File: src/rtl/exec_trace_monitor.sv
// Execution monitor: counts PC changes and writebacks, shadows a register window, stops on limit or watchdog.
// Optional trace FIFO of captured writebacks when TRACE_FIFO_EN is defined.
module exec_trace_monitor #(
    parameter int DATA_W      = 16,
    parameter int PC_W        = 16,
    parameter int REG_AW      = 4,
    parameter int TRACK_BASE  = 1,
    parameter int NUM_TRACK   = 2,
    parameter int INSTR_LIMIT = 4,
    parameter int TIMEOUT_CYC = 2000,
    parameter int CNT_W       = 16,
    parameter int TRACE_DEPTH = 8,
    localparam int SEL_W      = (NUM_TRACK > 1) ? $clog2(NUM_TRACK) : 1
) (
    input  logic              clk,
    input  logic              rst,
    input  logic              arm,
    input  logic [PC_W-1:0]   pc_value,
    input  logic              wb_en,
    input  logic [REG_AW-1:0] wb_addr,
    input  logic [DATA_W-1:0] wb_data,
    input  logic [SEL_W-1:0]  rd_sel,
    output logic [DATA_W-1:0] shadow_q,
    output logic [CNT_W-1:0]  instr_count,
    output logic [CNT_W-1:0]  wb_count,
    output logic              busy,
    output logic              done,
    output logic              timeout,
    output logic              trace_valid,
    input  logic              trace_ready,
    output logic [REG_AW-1:0] trace_addr,
    output logic [DATA_W-1:0] trace_data,
    output logic              trace_ovf
);

    localparam int WD_W = $clog2(TIMEOUT_CYC + 1);
    localparam logic [REG_AW:0]   WIN_LO  = (REG_AW + 1)'(TRACK_BASE);
    localparam logic [REG_AW:0]   WIN_HI  = (REG_AW + 1)'(TRACK_BASE + NUM_TRACK);
    localparam logic [REG_AW-1:0] BASE_A  = REG_AW'(TRACK_BASE);

    typedef enum logic [2:0] {S_IDLE, S_RUN, S_SETTLE, S_DONE, S_TIMEOUT} state_t;

    state_t            state_q, state_d;
    logic [PC_W-1:0]   prev_pc_q, prev_pc_d;
    logic [CNT_W-1:0]  instr_q, instr_d;
    logic [CNT_W-1:0]  wb_cnt_q, wb_cnt_d;
    logic [WD_W-1:0]   wd_q, wd_d;
    logic [DATA_W-1:0] shadow_reg_q [NUM_TRACK];
    logic [DATA_W-1:0] shadow_reg_d [NUM_TRACK];
    logic              wb_capture;
    logic              pc_change;
    logic [CNT_W-1:0]  pc_inc;
    logic [WD_W-1:0]   wd_inc;
    logic              in_win;
    logic [REG_AW-1:0] win_off;

    function automatic logic [CNT_W-1:0] sat_inc(input logic [CNT_W-1:0] v);
        return (&v) ? v : v + 1'b1;
    endfunction

    assign pc_change = (pc_value != prev_pc_q);
    assign pc_inc    = sat_inc(instr_q);
    assign wd_inc    = wd_q + 1'b1;
    assign in_win    = ({1'b0, wb_addr} >= WIN_LO) && ({1'b0, wb_addr} < WIN_HI);
    assign win_off   = wb_addr - BASE_A;

    always_comb begin
        // NOTE: every signal gets a default first so no path can infer a latch.
        state_d      = state_q;
        prev_pc_d    = prev_pc_q;
        instr_d      = instr_q;
        wb_cnt_d     = wb_cnt_q;
        wd_d         = wd_q;
        shadow_reg_d = shadow_reg_q;
        wb_capture   = 1'b0;
        unique case (state_q)
            S_IDLE, S_DONE, S_TIMEOUT: begin
                if (arm) begin
                    state_d   = S_RUN;
                    prev_pc_d = pc_value;
                    instr_d   = '0;
                    wb_cnt_d  = '0;
                    wd_d      = '0;
                    for (int i = 0; i < NUM_TRACK; i++) shadow_reg_d[i] = '0;
                end
            end
            S_RUN: begin
                wb_capture = wb_en;
                wd_d       = wd_inc;
                if (pc_change) begin
                    instr_d   = pc_inc;
                    prev_pc_d = pc_value;
                end
                // Limit takes priority over a watchdog expiring in the same cycle.
                if (pc_change && (pc_inc == CNT_W'(INSTR_LIMIT))) state_d = S_SETTLE;
                else if (wd_inc == WD_W'(TIMEOUT_CYC))            state_d = S_TIMEOUT;
            end
            S_SETTLE: begin
                wb_capture = wb_en;
                state_d    = S_DONE;
            end
            default: state_d = S_IDLE;
        endcase
        if (wb_capture) begin
            wb_cnt_d = sat_inc(wb_cnt_q);
            for (int i = 0; i < NUM_TRACK; i++)
                if (in_win && (win_off == REG_AW'(i))) shadow_reg_d[i] = wb_data;
        end
    end

    always_ff @(posedge clk) begin
        // NOTE: sequential state uses non-blocking assignments so all flops update together.
        if (!rst) begin
            state_q   <= S_IDLE;
            prev_pc_q <= '0;
            instr_q   <= '0;
            wb_cnt_q  <= '0;
            wd_q      <= '0;
            // NOTE: shadows are reset because they are visible outputs; trace RAM is not, the count masks it.
            for (int i = 0; i < NUM_TRACK; i++) shadow_reg_q[i] <= '0;
        end else begin
            state_q      <= state_d;
            prev_pc_q    <= prev_pc_d;
            instr_q      <= instr_d;
            wb_cnt_q     <= wb_cnt_d;
            wd_q         <= wd_d;
            shadow_reg_q <= shadow_reg_d;
        end
    end

    always_comb begin
        shadow_q = '0;
        for (int i = 0; i < NUM_TRACK; i++)
            if (rd_sel == SEL_W'(i)) shadow_q = shadow_reg_q[i];
    end

    assign instr_count = instr_q;
    assign wb_count    = wb_cnt_q;
    assign busy        = (state_q == S_RUN) || (state_q == S_SETTLE);
    assign done        = (state_q == S_DONE);
    assign timeout     = (state_q == S_TIMEOUT);

`ifdef TRACE_FIFO_EN
    localparam int PTR_W = (TRACE_DEPTH > 1) ? $clog2(TRACE_DEPTH) : 1;

    logic [REG_AW+DATA_W-1:0] fifo_mem [TRACE_DEPTH];
    logic [PTR_W-1:0]         wr_ptr_q, wr_ptr_d, rd_ptr_q, rd_ptr_d;
    logic [PTR_W:0]           cnt_q, cnt_d;
    logic                     ovf_q, ovf_d;
    logic                     full, pop, do_push;
    logic [REG_AW+DATA_W-1:0] head;

    assign full    = (cnt_q == (PTR_W + 1)'(TRACE_DEPTH));
    assign pop     = (cnt_q != '0) && trace_ready;
    assign do_push = wb_capture && (!full || pop);

    always_comb begin
        wr_ptr_d = wr_ptr_q;
        rd_ptr_d = rd_ptr_q;
        ovf_d    = ovf_q;
        cnt_d    = cnt_q + (PTR_W + 1)'(do_push) - (PTR_W + 1)'(pop);
        if (do_push) wr_ptr_d = wr_ptr_q + 1'b1;
        if (pop)     rd_ptr_d = rd_ptr_q + 1'b1;
        if (wb_capture && full && !pop) ovf_d = 1'b1;
    end

    always_ff @(posedge clk) begin
        if (!rst) begin
            wr_ptr_q <= '0;
            rd_ptr_q <= '0;
            cnt_q    <= '0;
            ovf_q    <= 1'b0;
        end else begin
            wr_ptr_q <= wr_ptr_d;
            rd_ptr_q <= rd_ptr_d;
            cnt_q    <= cnt_d;
            ovf_q    <= ovf_d;
        end
    end

    always_ff @(posedge clk) begin
        if (do_push) fifo_mem[wr_ptr_q] <= {wb_addr, wb_data};
    end

    assign head        = fifo_mem[rd_ptr_q];
    assign trace_valid = (cnt_q != '0);
    assign trace_addr  = head[REG_AW+DATA_W-1:DATA_W];
    assign trace_data  = head[DATA_W-1:0];
    assign trace_ovf   = ovf_q;
`else
    localparam int UNUSED_DEPTH = TRACE_DEPTH;
    logic unused_trace_ready;
    assign unused_trace_ready = trace_ready;
    assign trace_valid = 1'b0;
    assign trace_addr  = '0;
    assign trace_data  = '0;
    assign trace_ovf   = 1'b0;
`endif

endmodule

File: config.mk
export PLATFORM = sky130hd
export DESIGN_NAME = exec_trace_monitor
export DESIGN_NICKNAME = d
export VERILOG_FILES = /design/src/rtl/exec_trace_monitor.sv
export SDC_FILE = /design/constraint.sdc
export NUM_CORES = 1
export LEC_CHECK = 0
export ABC_CLOCK_PERIOD_IN_PS = 2800
export CELL_PAD_IN_SITES_DETAIL_PLACEMENT = 1
export CELL_PAD_IN_SITES_GLOBAL_PLACEMENT = 1
export CORE_ASPECT_RATIO = 0.75
export CORE_MARGIN = 3
export CORE_UTILIZATION = 45
export CTS_CLUSTER_SIZE = 24
export DETAILED_ROUTE_END_ITERATION = 10
export DONT_BUFFER_PORTS = 1
export GPL_ROUTABILITY_DRIVEN = 0
export HOLD_SLACK_MARGIN = 0.06
export PLACE_DENSITY = 0.77
export SLEW_MARGIN = 20
export SYNTH_ARGS = -nofsm -noshare
export SYNTH_HDL_FRONTEND = slang
export SYNTH_SLANG_ARGS = --single-unit
File: constraint.sdc
create_clock -name clk -period 2.8 [get_ports clk]
set_input_delay 0.56 -clock clk [delete_from_list [all_inputs] [get_ports clk]]
set_output_delay 0.56 -clock clk [all_outputs]
set_load 0.01 [all_outputs]
Word level (Yosys, flattened, before mapping). Index checks and enable logic that the tools add are counted.

Register bits: 94. Input port bits: 42. Output and inout port bits: 73. Logic and storage cells: 66.

$add $sub $neg: 4. Magnitude comparators: 2. Equality and inequality tests: 12. Muxes and demuxes: 23. Reduce and logical (&&, ||, !) cells: 18.

Operator list (count): $mux W16 (11); $mux W32 (3); $pmux W16 S2 (2); $add A16 B1 Y16 const B (2); $reduce_and A16 Y1 (2); $pmux W11 S2 (1); $eq A16 B3 Y1 const B (1); $ne A16 B16 Y1 (1); $add A11 B1 Y11 const B (1); $eq A11 B11 Y1 const B (1); $mux W11 (1); $mux W3 (3); $pmux W3 S3 (1); $eq A3 B2 Y1 const B (2); $ne A2 B2 Y1 const B (3); $reduce_and A3 Y1 (2); $reduce_bool A2 Y1 (3); $eq A4 B1 Y1 const B (1); $ge A4 B1 Y1 const B (1); $logic_and A1 B1 Y1 (4); $logic_not A4 Y1 (1); $lt A4 B2 Y1 const B (1); $reduce_and A2 Y1 (2); $sub A4 B1 Y4 const B (1); other kinds (8) (8).

Longest topological paths before layout. Gate-level depths: netlist of run 1.

Word-level depth: 6. Mapped depth: 9. Mapped depth without buffers: 7.

Worst setup path before layout of run 1. Ideal clock, no wire load.

Path type: input to register. Start: input port pc_value[2]. End: register instr_q[14] (netlist: instr_count[14]). Library setup time: 0.065 ns. Data arrival time: 2.175 ns. Required time: 2.735 ns. Setup slack: 0.560 ns. Stages: 7. Path buffers: 1. Path through: xnor2_1 > nand4_1 > nor4_1 > nand2b_1 > buf_2 > mux2_2 > nor2_1.

Cells in the longest elaborated chain, start to end: 3.

Ends and longest elaborated chain: start: declaration (RTL line 18) `input logic [PC_W-1:0] pc_value,`; $ne A16 B16 Y1 (RTL line 61) `assign pc_change = (pc_value != prev_pc_q);`; $ne A2 B2 Y1 (no line); $reduce_and A3 Y1 (no line); end signal: assignment (RTL line 124) `instr_q <= instr_d;`; end: declaration (RTL line 45) `logic [CNT_W-1:0] instr_q, instr_d;`.

No other way between the ends. A chain may end at the register's enable or synchronous reset.

Worst setup path after layout of run 1.
Start: register state_q[0]. End: register wb_cnt_q[15] (netlist: wb_count[15]).

Cells in the longest elaborated chain, start to end: 5. Elaborated cells between the ends (all ways): 13. Classes of those cells: eq/ne (5); mux (2); reduce/logical (6).

Ends and longest elaborated chain: start: declaration (RTL line 43) `state_t state_q, state_d;`; start signal: assignment (RTL line 122) `state_q <= state_d;`; $eq A3 B1 Y1 or $eq A3 B2 Y1 (tied branches) (RTL line 76) `unique case (state_q)`; $reduce_or A2 Y1 (no line); $mux W1 (RTL line 76); $ne A2 B2 Y1 (no line) or $reduce_bool A2 Y1 (tied branches); $reduce_and A3 Y1 (no line); end signal: assignment (RTL line 125) `wb_cnt_q <= wb_cnt_d;`; end: declaration (RTL line 46) `logic [CNT_W-1:0] wb_cnt_q, wb_cnt_d;`.

Parallel ways exist; a longest one is shown, timed or not.

==> results of run 1 <==
==> critical path, delay by kind of cell (launching register included) <==
kind	cells	cell delay, ns
simple gates	3	1.37
flops	1	0.47
xor+xnor	1	0.13
compound gates	2	0.37
==> worst max path at each step <==
stage / endpoint / slack [ns]
2_1_floorplan: instr_count[14] / 0.56
3_3_place_gp: instr_count[3] / 0.44
3_5_place_dp: instr_count[5] / 0.33
4_1_cts: wb_count[15] / 0.34
5_1_grt: wb_count[10] / 0.23
6_report: wb_count[15] / 0.34
==> power breakdown <==
part	internal, uW	total [uW]	leakage, uW	switching (uW)
logic	85.4	245	0.00115	160
registers	1360	1390	0.000762	22.4
clock network	713	1220	0.000135	510
total	2160	2850	0.00204	692
==> cell type report <==
type	instances	area, sq um	area share
timing repair buffer	21	158	0.0284
sequential	94	1880	0.340
multi-input combinational	513	3010	0.542
clock buffer	12	246	0.0445
clock inverter	3	45.0	0.00813
inverter	8	30.0	0.00542
tap	140	175	0.0316
==> state kept, by name, indices dropped and copies added, names as in the netlist <==
register,count
shadow_reg_q,32
instr_count,16
prev_pc_q,16
wb_count,16
wd_q,11
state_q,3
==> cell usage after synthesis, types with 6 or more instances <==
cell type,count
mux2i_1,18
dfxtp_1,94
a31oi_1,8
buf_4,23
clkbuf_1,18
and4_1,7
nand4_1,16
nor3_1,16
mux2_2,18
nand2_1,69
nand3_1,33
nor2_1,127
o21ai_0,13
a21oi_1,53
nor4_1,6
inv_1,7
buf_2,18
xnor2_1,32
==> kinds of logic after synthesis <==
logic type      after synthesis  share of synthesized area
fa+ha+maj                     3                    0.00724
xor+xnor                     37                     0.0625
mux                          36                     0.0738
compound gates               95                      0.107
flops                        94                      0.363
other cells                   1                   0.000723
simple gates                320                      0.310
buf+inv                      70                     0.0760
==> routing by layer <==
metal | vias to the layer above | GRT usage
li1 | 2210 | -
met1 | 2226 | 0.275
met2 | 108 | 0.394
met3 | 25 | 0.0623
met4 | 0 | 0.0807
met5 | - | 0
==> per-stage QoR <==
stage / std cells / hold WS [ns]
5_1_grt: 791 / 0.360
3_3_place_gp: 776 / 0.472
3_5_place_dp: 776 / 0.478
2_1_floorplan: 677 / 0.449
4_1_cts: 791 / 0.349
6_report: 791 / 0.359
==> flow_summary.toml, run 1 <==
[placement]
placed_cell_area_sq_mm = 0.00524
pre_cts_slack_ns = 0.326
dp_hpwl_mm = 10.2
io_buffers = 0

[cells_and_area]
mostFrequentLayoutCell = "nor2_1"
final_cell_mix = "nor2_1 (127), dfxtp_1 (94), nand2_1 (69)"
postLayoutCoreUtil = 0.501
n_antenna_cell = 0
syn_to_final_growth_pct = 6.90
fin_nets = 692
filler_cell_count = 1332
final_area_sq_mm = 0.00554
drive_above_1_share = 0.108

[pwr]
power_uw = 2850
leakage_uw = 0.00204
powerDensity_mw_per_mm2 = 515
peakVddDrop_v = 0.000356

[global_route]
grt_max_degree = 45
antenna_found_initial = 0
grt_pass1_vias = 4967
overflow = 0
grt_pass1_wl_mm = 24.1
grt_usage = 0.229

[detailed_routing]
routed-wl-met2_mm = 7.03
first_iter_violations = 212
antenna_left = 0
m1WireLength_mm = 6.24
viasPerCell = 5.78
highest_layer = "met4"
vias = 4569
dr.pass1.iters = 6
met3_length_um = 732
wl_mm = 14.3
wl_per_cell_um = 18.1
drcViolationCount = 0

[critical_path]
crit_fanout = 10
reg2regPathDepth = 6
r2r_slack_ns = 0.34
critical_path.startpoint = "state_q[0]"
slowest_delay_ns = 0.56
rr_startpoint = "state_q[0]"
reg2reg_to = "wb_count[15]"
start_kind = "register"
endpoint_kind = "register"
crit_chain = "xnor2_1, or3b_1, and2_1, nor3_2, a31oi_1, a41o_1"
critical_path_arrival_ns = 2.69
cp_slowest_cell = "or3b_1"
path_class = "reg -> reg"
cp_data_required_time_ns = 3.03

[clocking]
post_cts_resize_count = 0
cts_hold_buffers = 0
cts_tree = "built"
clk_pin_slew_ns = 0.06
cts-root-buf = "clkbuf_16"
cts_buffers = 9
post-cts-setup-buffer-count = 0
clock-sinks = 94
clk_path_buf_depth = 2
cts.htree.levels = 3
clock_latency_ns = 0.34

[floorplanning]
row_count = 33
start_util = 0.469
fp.dieW_um = 130
core_area_sq_mm = 0.0111
ioPinCount = 115
fp.dieH_um = 99.0
dieArea_sq_mm = 0.0129

[synthesis]
synth.largest_area_cell = "dfxtp_1"
ys_ff_latch = 94
synth.area.top_cells = "dfxtp_1 (36%), nor2_1 (9.2%), xnor2_1 (5.4%), a21oi_1 (5.1%), nand2_1 (5.0%)"
synth_top_area_share = 0.363
synth_enable_flop_cells = 0
yosysSeqAreaShare = 0.363
synthArstFlopShare = 0
synth.distinct_cells = 57
synthFlopType = "dfxtp_1"
yosys_warnings = 0
synth_cells = 656
synth_area_sq_mm = 0.00518
syn_area_per_cell_sq_um = 7.90

[sta]
setup_viol = 0
final.setup_skew_ns = 0.00891
slew_headroom = 0.210
slew_viol_final = 0
finalCritPeriodShare = 0.879
finalCriticalPeriod_ns = 2.46
rsz0062_at_grt = "no"
setup_slack_ns = 0.339
fmax_mhz = 406
tightest_slew_ns = 1.18
tns_ns = 0
hold_viol_final = 0

[hold_path]
min_to = "shadow_reg_q[8]"
hold_path_depth = 2
min_path_type = "in -> reg"
min-delay-start = "wb_data[8]"

[run]
cap_viol_max_count = 0

[status]
status = "finished clean"
No activity file was read; power rests on OpenSTA's default activity.
==> run 2: changes to the inputs <==
PLACE_DENSITY = default   (was 0.77)
PLACE_DENSITY_LB_ADDON = 0.05   (was default)
==> run 2 against run 1 <==
Effect of this change: non-clock buffer count rose by 3; global-route usage down 0.65 points; setup slack improved by 0.088 ns; via count down 0.63%; sequential power about the same; critical path depth did not move; core utilization up 0.40 points; cell count grew 0.51%; register-to-register slack better by 0.09 ns; critical endpoint is now state_q[0]; highest routed layer unchanged.
==> flow_summary.toml, run 2 (synthesized netlist as in run 1, its figures left out) <==
[floorplanning]
fp.dieW_um = 130
fp.dieH_um = 99.0
core_area_sq_mm = 0.0111
ioPinCount = 115
row_count = 33
start_util = 0.469
dieArea_sq_mm = 0.0129

[detailed_routing]
dr.pass1.iters = 4
drcViolationCount = 0
viasPerCell = 5.71
vias = 4540
wl_per_cell_um = 17.6
first_iter_violations = 151
antenna_left = 0
wl_mm = 14.0

[clocking]
clock-sinks = 94
post_cts_resize_count = 0
cts.htree.levels = 3
cts_buffers = 9
clk_pin_slew_ns = 0.07
cts_hold_buffers = 0
cts-root-buf = "clkbuf_16"
cts_tree = "built"
clock_latency_ns = 0.34
clk_path_buf_depth = 2
post-cts-setup-buffer-count = 0

[critical_path]
path_class = "reg -> reg"
critical_path.startpoint = "instr_count[11]"
r2r_slack_ns = 0.43
critical_path_arrival_ns = 2.57
cp_data_required_time_ns = 2.99
endpoint_kind = "register"
crit_fanout = 8
path_buf_inv = 0
cp_slowest_cell = "or4_4"
crit_chain = "nand4_2, or4_4, and2_1, nor4_1, and4_1, a211oi_1"
slowest_delay_ns = 0.59
rr_startpoint = "instr_count[11]"
start_kind = "register"
crit_family = "simple AND/OR/NAND/NOR gates"

[run]
cap_viol_max_count = 0

[global_route]
grt_max_degree = 42
grt_pass1_vias = 4659
antenna_found_initial = 0
grt_pass1_wl_mm = 23.3
overflow = 0
grt_usage = 0.223

[sta]
final.setup_skew_ns = 0.00663
fmax_mhz = 421
slew_headroom = 0.249
setup_viol = 0
rsz0062_at_grt = "no"
tightest_slew_ns = 1.12
finalCritPeriodShare = 0.848
tns_ns = 0
hold_viol_final = 0
slew_viol_final = 0
finalCriticalPeriod_ns = 2.37

[cells_and_area]
n_antenna_cell = 0
fin_nets = 695
final_area_sq_mm = 0.00559
final_cell_mix = "nor2_1 (127), dfxtp_1 (94), nand2_1 (69)"
drive_above_1_share = 0.116
top_register = "shadow_reg_q"
mostFrequentLayoutCell = "nor2_1"
largest_reg_flops = 32
syn_to_final_growth_pct = 7.75

[pwr]
peakVddDrop_v = 0.000296
leakage_uw = 0.00208
powerDensity_mw_per_mm2 = 518

[hold_path]
min_path_type = "in -> reg"
min-delay-start = "rst"

[status]
status = "finished clean"

[placement]
placed_cell_area_sq_mm = 0.00528
io_buffers = 0
dp_hpwl_mm = 10.0
[run 2: final timing paths]
path,cells after the start,end
max,6,state_q[0]
min reg2reg,1,wd_q[10]
max reg2reg,6,state_q[0]
min,2,wd_q[8]
[run 2: power by group]
group	internal, uW	switching, uW	leakage (uW)
Clock	723	541	0.000149
Combinational	88.3	157	0.00116
Sequential	1360	21.8	0.000762
[run 2: metrics by stage]
stage / power (uW) / setup slack (ns) / util / hold WS [ns] / cells
detailed placement: 1660 / 0.303 / 0.477 / 0.487 / 779
floorplan: 1630 / 0.560 / - / 0.449 / 677
global placement: 1650 / 0.405 / 0.477 / 0.465 / 779
finish: 2900 / 0.427 / 0.505 / 0.355 / 795
global route: 3020 / 0.232 / 0.505 / 0.350 / 795
CTS: 2940 / 0.426 / 0.505 / 0.346 / 795
[run 2: per-layer routing]
layer | up-vias | track usage | wire [um]
met5 | - | 0 | 0
met4 | 0 | 0.0551 | 214
met3 | 19 | 0.0574 | 837
met2 | 119 | 0.373 | 6730
met1 | 2187 | 0.287 | 6210
li1 | 2215 | - | -
[run 2: layout make-up]
class / instances / area (sq um)
fill: 1353 / 5480
multi-input combinational: 513 / 3000
sequential: 94 / 1880
clock buffer: 10 / 239
timing repair buffer: 24 / 193
tap: 140 / 175
clock inverter: 6 / 68.8
inverter: 8 / 30.0
